File: src/rtl/pattern_window_3x3.sv
// 3x3 sliding-window template matcher: builds a raster-order window from the
// current pixel and two line-delay taps, scores it by SAD and flags matches.
module pattern_window_3x3 #(
    parameter int WIDTH  = 1280,
    parameter int HEIGHT = 720
) (
    input  logic        clk,
    input  logic        reset,
    input  logic        in_valid,
    input  logic [7:0]  pix_in,
    input  logic [7:0]  tap1,
    input  logic [7:0]  tap2,
    input  logic        tmpl_we,
    input  logic [3:0]  tmpl_addr,
    input  logic [7:0]  tmpl_data,
    input  logic [11:0] threshold,
    output logic        out_valid,
    output logic [11:0] sad,
    output logic        match,
    output logic [10:0] out_col,
    output logic [9:0]  out_row,
    output logic        frame_done
);

    localparam logic [10:0] COL_LAST = 11'(WIDTH - 1);
    localparam logic [9:0]  ROW_LAST = 10'(HEIGHT - 1);

    function automatic logic [7:0] abs_diff(input logic [7:0] a, input logic [7:0] b);
        logic [7:0] r;
        if (a >= b) begin
            r = a - b;
        end else begin
            r = b - a;
        end
        return r;
    endfunction

    logic [10:0] col_q, col_d;
    logic [9:0]  row_q, row_d;
    logic [7:0]  w_q    [9];
    logic [7:0]  w_d    [9];
    logic [7:0]  tmpl_q [9];
    logic [7:0]  tmpl_d [9];

    logic        v1_q, v1_d;
    logic [10:0] c1_q, c1_d;
    logic [9:0]  r1_q, r1_d;

    logic [7:0]  diff_q [9];
    logic [7:0]  diff_d [9];
    logic        v2_q, v2_d;
    logic [10:0] c2_q, c2_d;
    logic [9:0]  r2_q, r2_d;

    logic        out_valid_q, out_valid_d;
    logic [11:0] sad_q, sad_d;
    logic        match_q, match_d;
    logic [10:0] out_col_q, out_col_d;
    logic [9:0]  out_row_q, out_row_d;
    logic        frame_done_q, frame_done_d;
    logic [11:0] sum_s;

    // Raster counters and stage-1 tags; the pre-increment position decides window validity.
    always_comb begin
        col_d        = col_q;
        row_d        = row_q;
        v1_d         = 1'b0;
        c1_d         = c1_q;
        r1_d         = r1_q;
        frame_done_d = 1'b0;
        if (in_valid) begin
            v1_d         = (col_q >= 11'd2) && (row_q >= 10'd2);
            c1_d         = col_q - 11'd1;
            r1_d         = row_q - 10'd1;
            frame_done_d = (col_q == COL_LAST) && (row_q == ROW_LAST);
            if (col_q == COL_LAST) begin
                col_d = 11'd0;
                if (row_q == ROW_LAST) begin
                    row_d = 10'd0;
                end else begin
                    row_d = row_q + 10'd1;
                end
            end else begin
                col_d = col_q + 11'd1;
                row_d = row_q;
            end
        end else begin
            v1_d         = 1'b0;
            frame_done_d = 1'b0;
        end
    end

    // Window shift: index r*3+c, column 2 is the newest, row 0 is the oldest line.
    always_comb begin
        for (int i = 0; i < 9; i++) begin
            w_d[i] = w_q[i];
        end
        if (in_valid) begin
            for (int r = 0; r < 3; r++) begin
                w_d[r*3+0] = w_q[r*3+1];
                w_d[r*3+1] = w_q[r*3+2];
            end
            w_d[2] = tap2;
            w_d[5] = tap1;
            w_d[8] = pix_in;
        end else begin
            for (int i = 0; i < 9; i++) begin
                w_d[i] = w_q[i];
            end
        end
    end

    // Template write port; out-of-range addresses are dropped.
    always_comb begin
        for (int i = 0; i < 9; i++) begin
            tmpl_d[i] = tmpl_q[i];
        end
        if (tmpl_we && (tmpl_addr <= 4'd8)) begin
            tmpl_d[tmpl_addr] = tmpl_data;
        end else begin
            for (int i = 0; i < 9; i++) begin
                tmpl_d[i] = tmpl_q[i];
            end
        end
    end

    // Stage 2 uses the template as it stood before this edge, so a
    // coincident write only affects the following window.
    always_comb begin
        for (int i = 0; i < 9; i++) begin
            diff_d[i] = abs_diff(w_q[i], tmpl_q[i]);
        end
        v2_d = v1_q;
        c2_d = c1_q;
        r2_d = r1_q;
    end

    // Stage 3: sum fits in 12 bits (9 * 255 = 2295); outputs hold across bubbles.
    always_comb begin
        sum_s = 12'd0;
        for (int i = 0; i < 9; i++) begin
            sum_s = sum_s + {4'd0, diff_q[i]};
        end
        out_valid_d = v2_q;
        sad_d       = sad_q;
        match_d     = match_q;
        out_col_d   = out_col_q;
        out_row_d   = out_row_q;
        if (v2_q) begin
            sad_d     = sum_s;
            match_d   = (sum_s <= threshold);
            out_col_d = c2_q;
            out_row_d = r2_q;
        end else begin
            sad_d     = sad_q;
            match_d   = match_q;
        end
    end

    // All state, cleared asynchronously.
    always_ff @(posedge clk or posedge reset) begin
        if (reset) begin
            col_q        <= 11'd0;
            row_q        <= 10'd0;
            v1_q         <= 1'b0;
            c1_q         <= 11'd0;
            r1_q         <= 10'd0;
            v2_q         <= 1'b0;
            c2_q         <= 11'd0;
            r2_q         <= 10'd0;
            out_valid_q  <= 1'b0;
            sad_q        <= 12'd0;
            match_q      <= 1'b0;
            out_col_q    <= 11'd0;
            out_row_q    <= 10'd0;
            frame_done_q <= 1'b0;
            for (int i = 0; i < 9; i++) begin
                w_q[i]    <= 8'd0;
                tmpl_q[i] <= 8'd0;
                diff_q[i] <= 8'd0;
            end
        end else begin
            col_q        <= col_d;
            row_q        <= row_d;
            v1_q         <= v1_d;
            c1_q         <= c1_d;
            r1_q         <= r1_d;
            v2_q         <= v2_d;
            c2_q         <= c2_d;
            r2_q         <= r2_d;
            out_valid_q  <= out_valid_d;
            sad_q        <= sad_d;
            match_q      <= match_d;
            out_col_q    <= out_col_d;
            out_row_q    <= out_row_d;
            frame_done_q <= frame_done_d;
            for (int i = 0; i < 9; i++) begin
                w_q[i]    <= w_d[i];
                tmpl_q[i] <= tmpl_d[i];
                diff_q[i] <= diff_d[i];
            end
        end
    end

    assign out_valid  = out_valid_q;
    assign sad        = sad_q;
    assign match      = match_q;
    assign out_col    = out_col_q;
    assign out_row    = out_row_q;
    assign frame_done = frame_done_q;

endmodule

File: config.mk
export PLATFORM = sky130hd
export DESIGN_NAME = pattern_window_3x3
export DESIGN_NICKNAME = d
export VERILOG_FILES = /design/src/rtl/pattern_window_3x3.sv
export SDC_FILE = /design/constraint.sdc
export NUM_CORES = 1
export LEC_CHECK = 0
export ABC_AREA = 1
export CORE_MARGIN = 4
export CORE_UTILIZATION = 38
export DETAILED_ROUTE_END_ITERATION = 8
export GPL_ROUTABILITY_DRIVEN = 0
export REMOVE_ABC_BUFFERS = 1
export SLEW_MARGIN = 20
export SYNTH_ARGS = -nofsm -noshare
export SYNTH_HDL_FRONTEND = slang
export SYNTH_SLANG_ARGS = --single-unit
File: constraint.sdc
create_clock -name clk -period 15.04 [get_ports clk]
set_clock_uncertainty 0.15 [all_clocks]
set_input_delay 3.008 -clock clk [delete_from_list [all_inputs] [get_ports clk]]
set_output_delay 3.008 -clock clk [all_outputs]
set_load 0.05 [all_outputs]
# --- After elaboration in Yosys (flattened, before gate mapping) ---
# Index checks and enable logic that the tools add are counted.
totals:
  reg_bits: 317
  inputBits: 52
  out_inout_bits: 36
  word_cells: 110
classes:
  n_addsub: 30
  n_lt_le_gt_ge: 15
  eq_ne: 2
  muxes: 16
  n_bitwise: 1
  reduce_logical: 5
ops:
  columns: ["op", "n"]
  rows:
  - ["8-bit subtractor", 18]
  - ["8-bit two-way mux", 10]
  - ["72-bit bitwise mux", 1]
  - ["8-bit >= comparator", 9]
  - ["12-bit by 8-bit adder with 12-bit output", 4]
  - ["8-bit demux with 4-bit select", 1]
  - ["11-bit by 8-bit adder with 12-bit output", 1]
  - ["12-bit <= comparator", 1]
  - ["10-bit by 8-bit adder with 11-bit output", 1]
  - ["11-bit by 1-bit adder with 11-bit output (second input constant)", 1]
  - ["11-bit equality test (second input constant)", 1]
  - ["11-bit by 2-bit >= comparator with 1-bit output (second input constant)", 1]
  - ["11-bit two-way mux", 1]
  - ["11-bit by 1-bit subtractor with 11-bit output (second input constant)", 1]
  - ["10-bit by 1-bit adder with 10-bit output (second input constant)", 1]
  - ["9-bit by 8-bit adder with 10-bit output", 1]
  - ["10-bit equality test (second input constant)", 1]
  - ["10-bit by 2-bit >= comparator with 1-bit output (second input constant)", 1]
  - ["10-bit two-way mux", 1]
  - ["10-bit by 1-bit subtractor with 10-bit output (second input constant)", 1]
  - ["8-bit by 8-bit adder with 9-bit output", 1]
  - ["5-bit >= comparator (second input constant)", 1]
  - ["5-bit by 1-bit < comparator with 1-bit output (second input constant)", 1]
  - ["4-bit NOT with 5-bit output", 1]
  - ["4 further kinds", 8]

# --- Depth between registers and ports, before layout ---
# Gate-level depths: netlist of the first run.
depth:
  depth_word: 9
  depth_mapped: 26
  mapped_depth_nobuf: 26

# --- Worst setup path after synthesis of the first run ---
# No wires, ideal clock.
synth_path:
  path_kind: "register to register"
  startpoint: "reg diff_q[2] in the netlist's numbering"
  endpoint: "reg match_q (netlist: match)"
  setup_time_ns: 0.077
  t_arrival_ns: 4.428
  required_time_ns: 14.813
  slack_ns: 10.385
  stages_incl_launch_ff: 27
  n_path_buf: 0
  synth_period_minus_slack_ns: 4.655
  cell_sequence: "dfrtp_1 -> inv_1 -> fa_1 -> inv_1 -> fa_1 -> fa_1 -> inv_1 -> fa_1 -> inv_1 -> ha_1 -> inv_1 -> fa_1 -> nand3b_1 -> nand2_1 -> nand2_1 -> nand2_1 -> nand2_1 -> and2_1 -> ha_1 -> nand2_1 -> inv_1 -> nand2_1 -> nor2_1 -> nand2_1 -> nand2_1 -> inv_1 -> a21oi_1"
synth_via:
  elab_chain_len: 2
synth_rtl:
  columns: ["item", "line", "rtl"]
  rows:
  - ["from (decl)", "49", "logic [7:0] diff_q [9];"]
  - ["from (signal, indexed assignment)", "200", "diff_q[i] <= diff_d[i];"]
  - ["12-bit by 8-bit adder with 12-bit output", "142", "sum_s = sum_s + {4'd0, diff_q[i]};"]
  - ["net sum_s[10]", "61", "logic [11:0] sum_s;"]
  - ["12-bit <= comparator", "151", "match_d = (sum_s <= threshold);"]
  - ["to (signal assigned)", "193", "match_q <= match_d;"]
  - ["to (decl)", "57", "logic match_q, match_d;"]
# The timed path passes the listed nets, and every way through them passes these cells.
# A chain may end at the register's enable or synchronous reset.

# --- Worst setup path after layout of the first run ---
# Ends and elaborated chain as after synthesis.

==> key figures, run 1 <==
Finish
  – Area of combinational cells with multiple inputs: 10600 sq um
  – Ratio of cells with drive above 1 in the final layout: 3.36%
  – Share of the core filled with cells in the final layout: 43.4%
  – Inserted Diodes: 0
  – Area Overhead vs Synth: 12.8%
  – Total Nets Final: 3066
  – Flip-flop and latch area: 7930 sq um
  – Number of filler instances in the final layout: 5338

Setup path
  – Maximum net fanout on the critical path: 3
  – Startpoint type of the worst setup path: flip-flop
  – Critical-path top delay cell: sky130_fd_sc_hd__fa_1
  – Delay of the slowest cell on the worst path: 0.54 ns
  – Library cell appearing most often on the critical path: sky130_fd_sc_hd__nand2_1
  – Worst reg2reg setup slack: 10.09 ns
  – Kind of critical path: reg2reg
  – Worst reg2reg startpoint: diff_q[2]
  – R2R cell count: 26
  – Critical path capture point type: flip-flop
  – Data arrival time of the critical path: 5.27 ns
  – Required time of the worst setup path: 15.36 ns
  – Capturing point of the worst reg2reg path: match

Timing
  – Final setup fails: 0
  – RSZ-0062 raised after global routing: no
  – Min Tclk post-route: 4.95 ns
  – Final sum of negative setup slack: 0 ns
  – Max Clk Rate: 202 MHz
  – Max-slew headroom: 39.4%
  – Tightest hold margin: 0.197 ns
  – Max-slew violation count: 0
  – Hold violation count in the final report: 0
  – Transition at the pin with the smallest max-transition slack: 0.909 ns
  – Part of the cycle the worst path needs: 32.9%

Drt
  – Aggregate routed wire length: 51500 um
  – Number of nets with antenna violations after routing: 0
  – Detailed-route DRC error count: 0
  – Number of iterations in the first detailed-routing pass: 5
  – Via density: 4.71
  – Wire length per cell: 14.7 um
  – Routed via count: 16.5k
  – Starting DRT DRC Count: 1037

Hold path
  – Tightest Hold Check Type: reg2reg
  – HP Start: v1_q
  – Worst-case hold path end point: out_valid_d
  – Cell count of the worst hold path: 0

Synthesis
  – Sequential share of the synthesized area: 38.1%
  – Yosys synthesis warning count: 0
  – Compound-cell area share of the yosys netlist: 6.83%
  – Multiplexer fraction of the synthesized cell area: 0%
  – Post-synth top flop: sky130_fd_sc_hd__dfrtp_1
  – Area of the mapped netlist: 20800 sq um
  – Synthesized-area fraction occupied by xor and xnor cells: 2.86%
  – Gate count of the mapped netlist: 2710
  – Synthesis-stage register bit count: 317
  – Count of flip-flops with a built-in enable after synthesis: 0
  – Proportion of register bits with asynchronous set or reset after synthesis: 100%
  – Dominant combinational cell family by area after synthesis: simple AND/OR/NAND/NOR gates
  – Synthesized-area fraction occupied by adder cells: 16.9%
  – Synthesized area per cell: 7.67 sq um
  – Simple-gate portion of the synthesized area: 24.4%
  – Unique masters post-synth: 42

Floorplanning
  – Placeable Area: 54000 sq um
  – Height of the die: 242 um
  – Die Wd: 242 um
  – Number of primary I/O pins: 88
  – Effective utilization at floorplan: 38.5%
  – Die area: 58500 sq um
  – Num rows: 85

Place
  – DP Wirelength: 40000 um
  – Number of I/O port buffers: 87

Clocking
  – Clock Tree Root: sky130_fd_sc_hd__clkbuf_16
  – CTS tree: yes
  – Worst-skew pair later-pin latency: 0.55 ns
  – Maximum clock insertion buffer count: 3
  – Post-CTS sizing: 0
  – Sinks on the clock net: 317
  – Setup Fix Bufs, Post-CTS: 0
  – CTS HTree Levels: 2
  – Clock transition at the registers of the reported paths: 0.06 ns
  – Number of buffers created by CTS: 37
  – Quantity of hold-fixing buffers added after cts: 0

GRT
  – Wire length of the first global-routing pass: 85700 um
  – Pin count of the biggest net entering global routing: 89
  – Overflow after GRT: 0
  – Vias in the first global route: 16.5k
  – Initial antenna violation count: 0
  – All-layer global routing usage: 17.8%

Run status
  – Status: finished, final reports clean

Run
  – Number of maximum-capacitance violations: 0
[worst max-delay path by stage]
stage	from	to	cells past startpoint
after CTS	diff_q[2]	match	26
after global routing	diff_q[2]	match	26
after floorplan	reset	c1_q[0]	1
final	diff_q[2]	match	26
after detailed placement	reset	tmpl_q[38]	3
after global placement	in_valid	col_q[9]	5
[per-stage QoR]
stage | instance area [sq um] | instances | setup slack (ns)
detailed placement | 22200 | 3432 | 9.78
floorplan | 20500 | 2643 | 3.11
global placement | 22200 | 3432 | 9.78
global route | 23500 | 3497 | 9.74
CTS | 23400 | 3496 | 10.05
finish | 23500 | 3497 | 10.09
[cell families (layout without fill, tap and decap cells)]
group | Yosys count | count (layout)
AO/OA/AOI/OAI | 278 | 278
XOR/XNOR | 68 | 68
adder cells (fa/ha/maj) | 238 | 238
buffers and inverters | 578 | 669
flip-flops | 317 | 317
AND/OR/NAND/NOR | 1231 | 1231
[layer usage]
layer | vias up | GRT usage [%] | share of wire [%]
met5 | - | 0 | 0
met2 | 300 | 30.4 | 47
met1 | 7722 | 23.7 | 46
li1 | 8355 | - | -
met3 | 81 | 2.34 | 3.7
met4 | 0 | 5.16 | 2.6
[critical path: cells and delay by family, from the launching register on]
kind	cells	cell delay (ns)
adder cells (fa/ha/maj)	7	2.87
AND/OR/NAND/NOR	11	1.05
buffers and inverters	7	0.38
flip-flops	1	0.32
AO/OA/AOI/OAI	1	0.13
[state kept, by name (all words and copies together) (netlist names), 11 cells and up]
signal	cells
sad	12
c2_q	11
tmpl_q	72
diff_q	72
col_q	11
out_col	11
w_q	72
c1_q	11
[synth_stat cells, types with 2 or more instances]
library cell               instances  area (sq um)
sky130_fd_sc_hd__nand2_1         957          3590
sky130_fd_sc_hd__inv_1           505          1900
sky130_fd_sc_hd__dfrtp_1         317          7930
sky130_fd_sc_hd__o21ai_0         178           891
sky130_fd_sc_hd__ha_1            166          2080
sky130_fd_sc_hd__nand3_1         113           566
sky130_fd_sc_hd__a21oi_1          89           445
sky130_fd_sc_hd__nor2_1           83           312
sky130_fd_sc_hd__fa_1             72          1440
sky130_fd_sc_hd__xor2_1           48           420
sky130_fd_sc_hd__nand3b_1         24           180
sky130_fd_sc_hd__buf_2            21           105
sky130_fd_sc_hd__clkbuf_1         21          78.8
sky130_fd_sc_hd__nand4_1          21           131
sky130_fd_sc_hd__xnor2_1          20           175
sky130_fd_sc_hd__clkbuf_2         18          90.1
sky130_fd_sc_hd__nor2_2            9          56.3
sky130_fd_sc_hd__inv_2             5          18.8
sky130_fd_sc_hd__a31oi_1           4          25.0
sky130_fd_sc_hd__and2_1            4          25.0
sky130_fd_sc_hd__buf_4             3          22.5
sky130_fd_sc_hd__buf_6             3          33.8
sky130_fd_sc_hd__nor3_1            3          15.0
sky130_fd_sc_hd__nor3_4            3          48.8
sky130_fd_sc_hd__or2_2             3          18.8
sky130_fd_sc_hd__nand2_2           2          12.5
sky130_fd_sc_hd__nand3_2           2          20.0
sky130_fd_sc_hd__nor4_1            2          12.5
[final cells by class]
type                    count  share of cell area (%)
inverters                 511                    8.21
repair buffers             94                    4.03
well taps                 696                    3.71
multi-input cells        1815                    45.2
clock buffers              51                    4.48
clock inverters            13                   0.534
flip-flops and latches    317                    33.8
[cell usage in the layout, fill, tap and decap left out, types with 6 or more instances in the layout]
| cell type | n |
|---|---|
| sky130_fd_sc_hd__dfrtp_1 | 317 |
| sky130_fd_sc_hd__clkbuf_1 | 9 |
| sky130_fd_sc_hd__clkinv_2 | 8 |
| sky130_fd_sc_hd__nand2_1 | 957 |
| sky130_fd_sc_hd__inv_1 | 504 |
| sky130_fd_sc_hd__fa_1 | 72 |
| sky130_fd_sc_hd__clkbuf_16 | 39 |
| sky130_fd_sc_hd__clkdlybuf4s50_1 | 86 |
| sky130_fd_sc_hd__a21oi_1 | 89 |
| sky130_fd_sc_hd__ha_1 | 166 |
| sky130_fd_sc_hd__nand3_1 | 113 |
| sky130_fd_sc_hd__buf_4 | 6 |
| sky130_fd_sc_hd__nand3b_1 | 24 |
| sky130_fd_sc_hd__nor2_1 | 83 |
| sky130_fd_sc_hd__nand4_1 | 21 |
| sky130_fd_sc_hd__nor2_2 | 9 |
| sky130_fd_sc_hd__xnor2_1 | 20 |
| sky130_fd_sc_hd__o21ai_0 | 178 |
| sky130_fd_sc_hd__xor2_1 | 48 |
Power of run 1 is not shown: default switching activity piles up to over one toggle a cycle in this logic, so the estimate is an artifact.
==> run 2, diff against run 1 <==
clock period = 4.25 ns   (was 15.04 ns; I/O delays follow)
==> key figures, run 2 (same netlist as run 1, synthesis figures left out) <==
Run status
  – Status: finished with violations
  – Failing checks: negative setup slack

Timing
  – Max Clk Rate: 212 MHz (+4.9%)
  – Worst-case setup margin in the final layout: -0.468 ns (-10.56 ns)
  – RSZ-0062 raised after global routing: yes
  – Final sum of negative setup slack: -0.468 ns (-0.468 ns)
  – Part of the cycle the worst path needs: 111% (+78 points)
  – Final setup fails: 1 (+1)
  – Max-slew headroom: 43.6% (+4.2 points)
  – Min Tclk post-route: 4.72 ns (-0.230 ns)
  – Max-slew violation count: 0 (unchanged)
  – Transition at the pin with the smallest max-transition slack: 0.843 ns (-0.0654 ns)
  – Hold violation count in the final report: 0 (unchanged)

Floorplanning
  – Number of primary I/O pins: 88 (unchanged)
  – Placeable Area: 54000 sq um (unchanged)
  – Effective utilization at floorplan: 38.5% (unchanged)
  – Height of the die: 242 um (unchanged)
  – Die Wd: 242 um (unchanged)
  – Die area: 58500 sq um (unchanged)
  – Num rows: 85 (unchanged)

Finish
  – Most common cell after layout, fill and taps aside: sky130_fd_sc_hd__nand2_1
  – Total Nets Final: 3088 (+0.72%)
  – Number of filler instances in the final layout: 5308 (-0.56%)
  – Top Registers: diff_q: 72 flops, tmpl_q: 72 flops, w_q: 72 flops
  – Inserted Diodes: 0 (unchanged)
  – Ratio of cells with drive above 1 in the final layout: 5.32% (+2.0 points)
  – Area of combinational cells with multiple inputs: 10700 sq um (+1.3%)
  – Area Overhead vs Synth: 14.5%
  – Flip-flop and latch area: 7930 sq um (unchanged)
  – Most frequent cells in the layout: sky130_fd_sc_hd__nand2_1, sky130_fd_sc_hd__inv_1, sky130_fd_sc_hd__dfrtp_1, sky130_fd_sc_hd__o21ai_0, sky130_fd_sc_hd__ha_1

Clocking
  – Clock transition at the registers of the reported paths: 0.06 ns (about the same)
  – Sinks on the clock net: 317 (unchanged)
  – Quantity of hold-fixing buffers added after cts: 0 (unchanged)
  – Number of buffers created by CTS: 38 (+2.7%)
  – Worst-skew pair later-pin latency: 0.59 ns (+0.04 ns)
  – CTS HTree Levels: 2 (unchanged)
  – Maximum clock insertion buffer count: 3 (unchanged)
  – CTS tree: yes
  – Clock Tree Root: sky130_fd_sc_hd__clkbuf_16

Setup path
  – Delay of the slowest cell on the worst path: 0.55 ns (about the same)
  – Maximum net fanout on the critical path: 3 (unchanged)
  – Data arrival time of the critical path: 5.04 ns (-0.23 ns)
  – Critical path capture point type: flip-flop
  – Library cell appearing most often on the critical path: sky130_fd_sc_hd__nand2_2
  – Kind of critical path: reg2reg
  – Critical-path top delay cell: sky130_fd_sc_hd__fa_1
  – Required time of the worst setup path: 4.57 ns (-10.79 ns)
  – Startpoint type of the worst setup path: flip-flop

Drt
  – Starting DRT DRC Count: 1141 (+10%)
  – Wire length per cell: 15.0 um (+2.1%)
  – Via density: 4.79 (+1.8%)
  – Number of nets with antenna violations after routing: 0 (unchanged)
  – Detailed-route DRC error count: 0 (unchanged)
  – Number of iterations in the first detailed-routing pass: 7 (+2)
  – Aggregate routed wire length: 52900 um (+2.7%)
  – Routed via count: 16.9k (+2.4%)

GRT
  – Initial antenna violation count: 4 (+4)
  – Vias in the first global route: 16.9k (+2.1%)
  – All-layer global routing usage: 18.1% (+0.37 points)
  – Overflow after GRT: 0 (unchanged)
  – Pin count of the biggest net entering global routing: 79 (-11%)
  – Wire length of the first global-routing pass: 87300 um (+1.9%)

Hold path
  – Tightest Hold Check Type: reg2reg

Place
  – DP Wirelength: 40600 um (+1.5%)
  – Number of I/O port buffers: 87 (unchanged)

Run
  – Number of maximum-capacitance violations: 0 (unchanged)
[run 2: final timing paths]
kind | start | end | slack, ns | cells past startpoint
worst max-delay path | diff_q[18] | match | -0.47 | 25
worst min-delay path | v1_q | out_valid_d | 0.20 | 0
worst max register to register | diff_q[18] | match | -0.47 | 25
worst min register to register | v1_q | out_valid_d | 0.20 | 0
max in group asynchronous | reset | sad[1] | 2.44 | 3
min in group asynchronous | reset | tmpl_q[5] | 0.61 | 2
[run 2: worst max-delay path, delay by kind of cell (launching register included)]
family	cells	cell delay (ns)
buf+inv	6	0.29
fa+ha+maj	7	2.72
compound gates	1	0.13
flops	1	0.34
simple gates	11	1.00
[run 2: area by class of cell]
cell class | count | share of cell area (%)
clock buffer | 53 | 4.52
clock inverter | 11 | 0.688
inverter | 511 | 8.09
multi-input combinational | 1815 | 45.1
sequential | 317 | 33.3
tap | 696 | 3.66
timing repair buffer | 115 | 4.65
[run 2: through the flow]
step / utilization, % / worst slack [ns] / hold WS, ns / cell area, sq um / cells
after floorplan: - / -5.52 / 0.181 / 20500 / 2643
after global placement: 41.5 / -0.635 / 0.182 / 22400 / 3450
after detailed placement: 41.5 / -0.723 / 0.190 / 22400 / 3450
after CTS: 43.9 / -0.466 / 0.202 / 23700 / 3516
after global routing: 44.1 / -0.708 / 0.215 / 23800 / 3518
final: 44.1 / -0.468 / 0.203 / 23800 / 3518
[run 2: what timing repair did]
item | CTS | global route
setup endpoints to repair | 1 | 1
buffers inserted | 2 | 2
cloned | 0 | 0
gates resized for setup | 13 | 25
pin swaps | 7 | 24
[run 2: layer usage]
| layer | share of wire, % | global-route usage (%) |
|---|---|---|
| met1 | 46 | 24.7 |
| met5 | 0.045 | 0 |
| met4 | 3.3 | 6.54 |
| met3 | 5.5 | 3.17 |
| met2 | 45 | 29.2 |
Power of run 2 is left out for the same reason.
==> run 3, diff against run 2 <==
CTS_CLUSTER_DIAMETER = 200   (was default)
==> results of run 3 <==
Final layout, timing and power as in run 2 (identical DEF).
Power of run 3 is left out for the same reason.
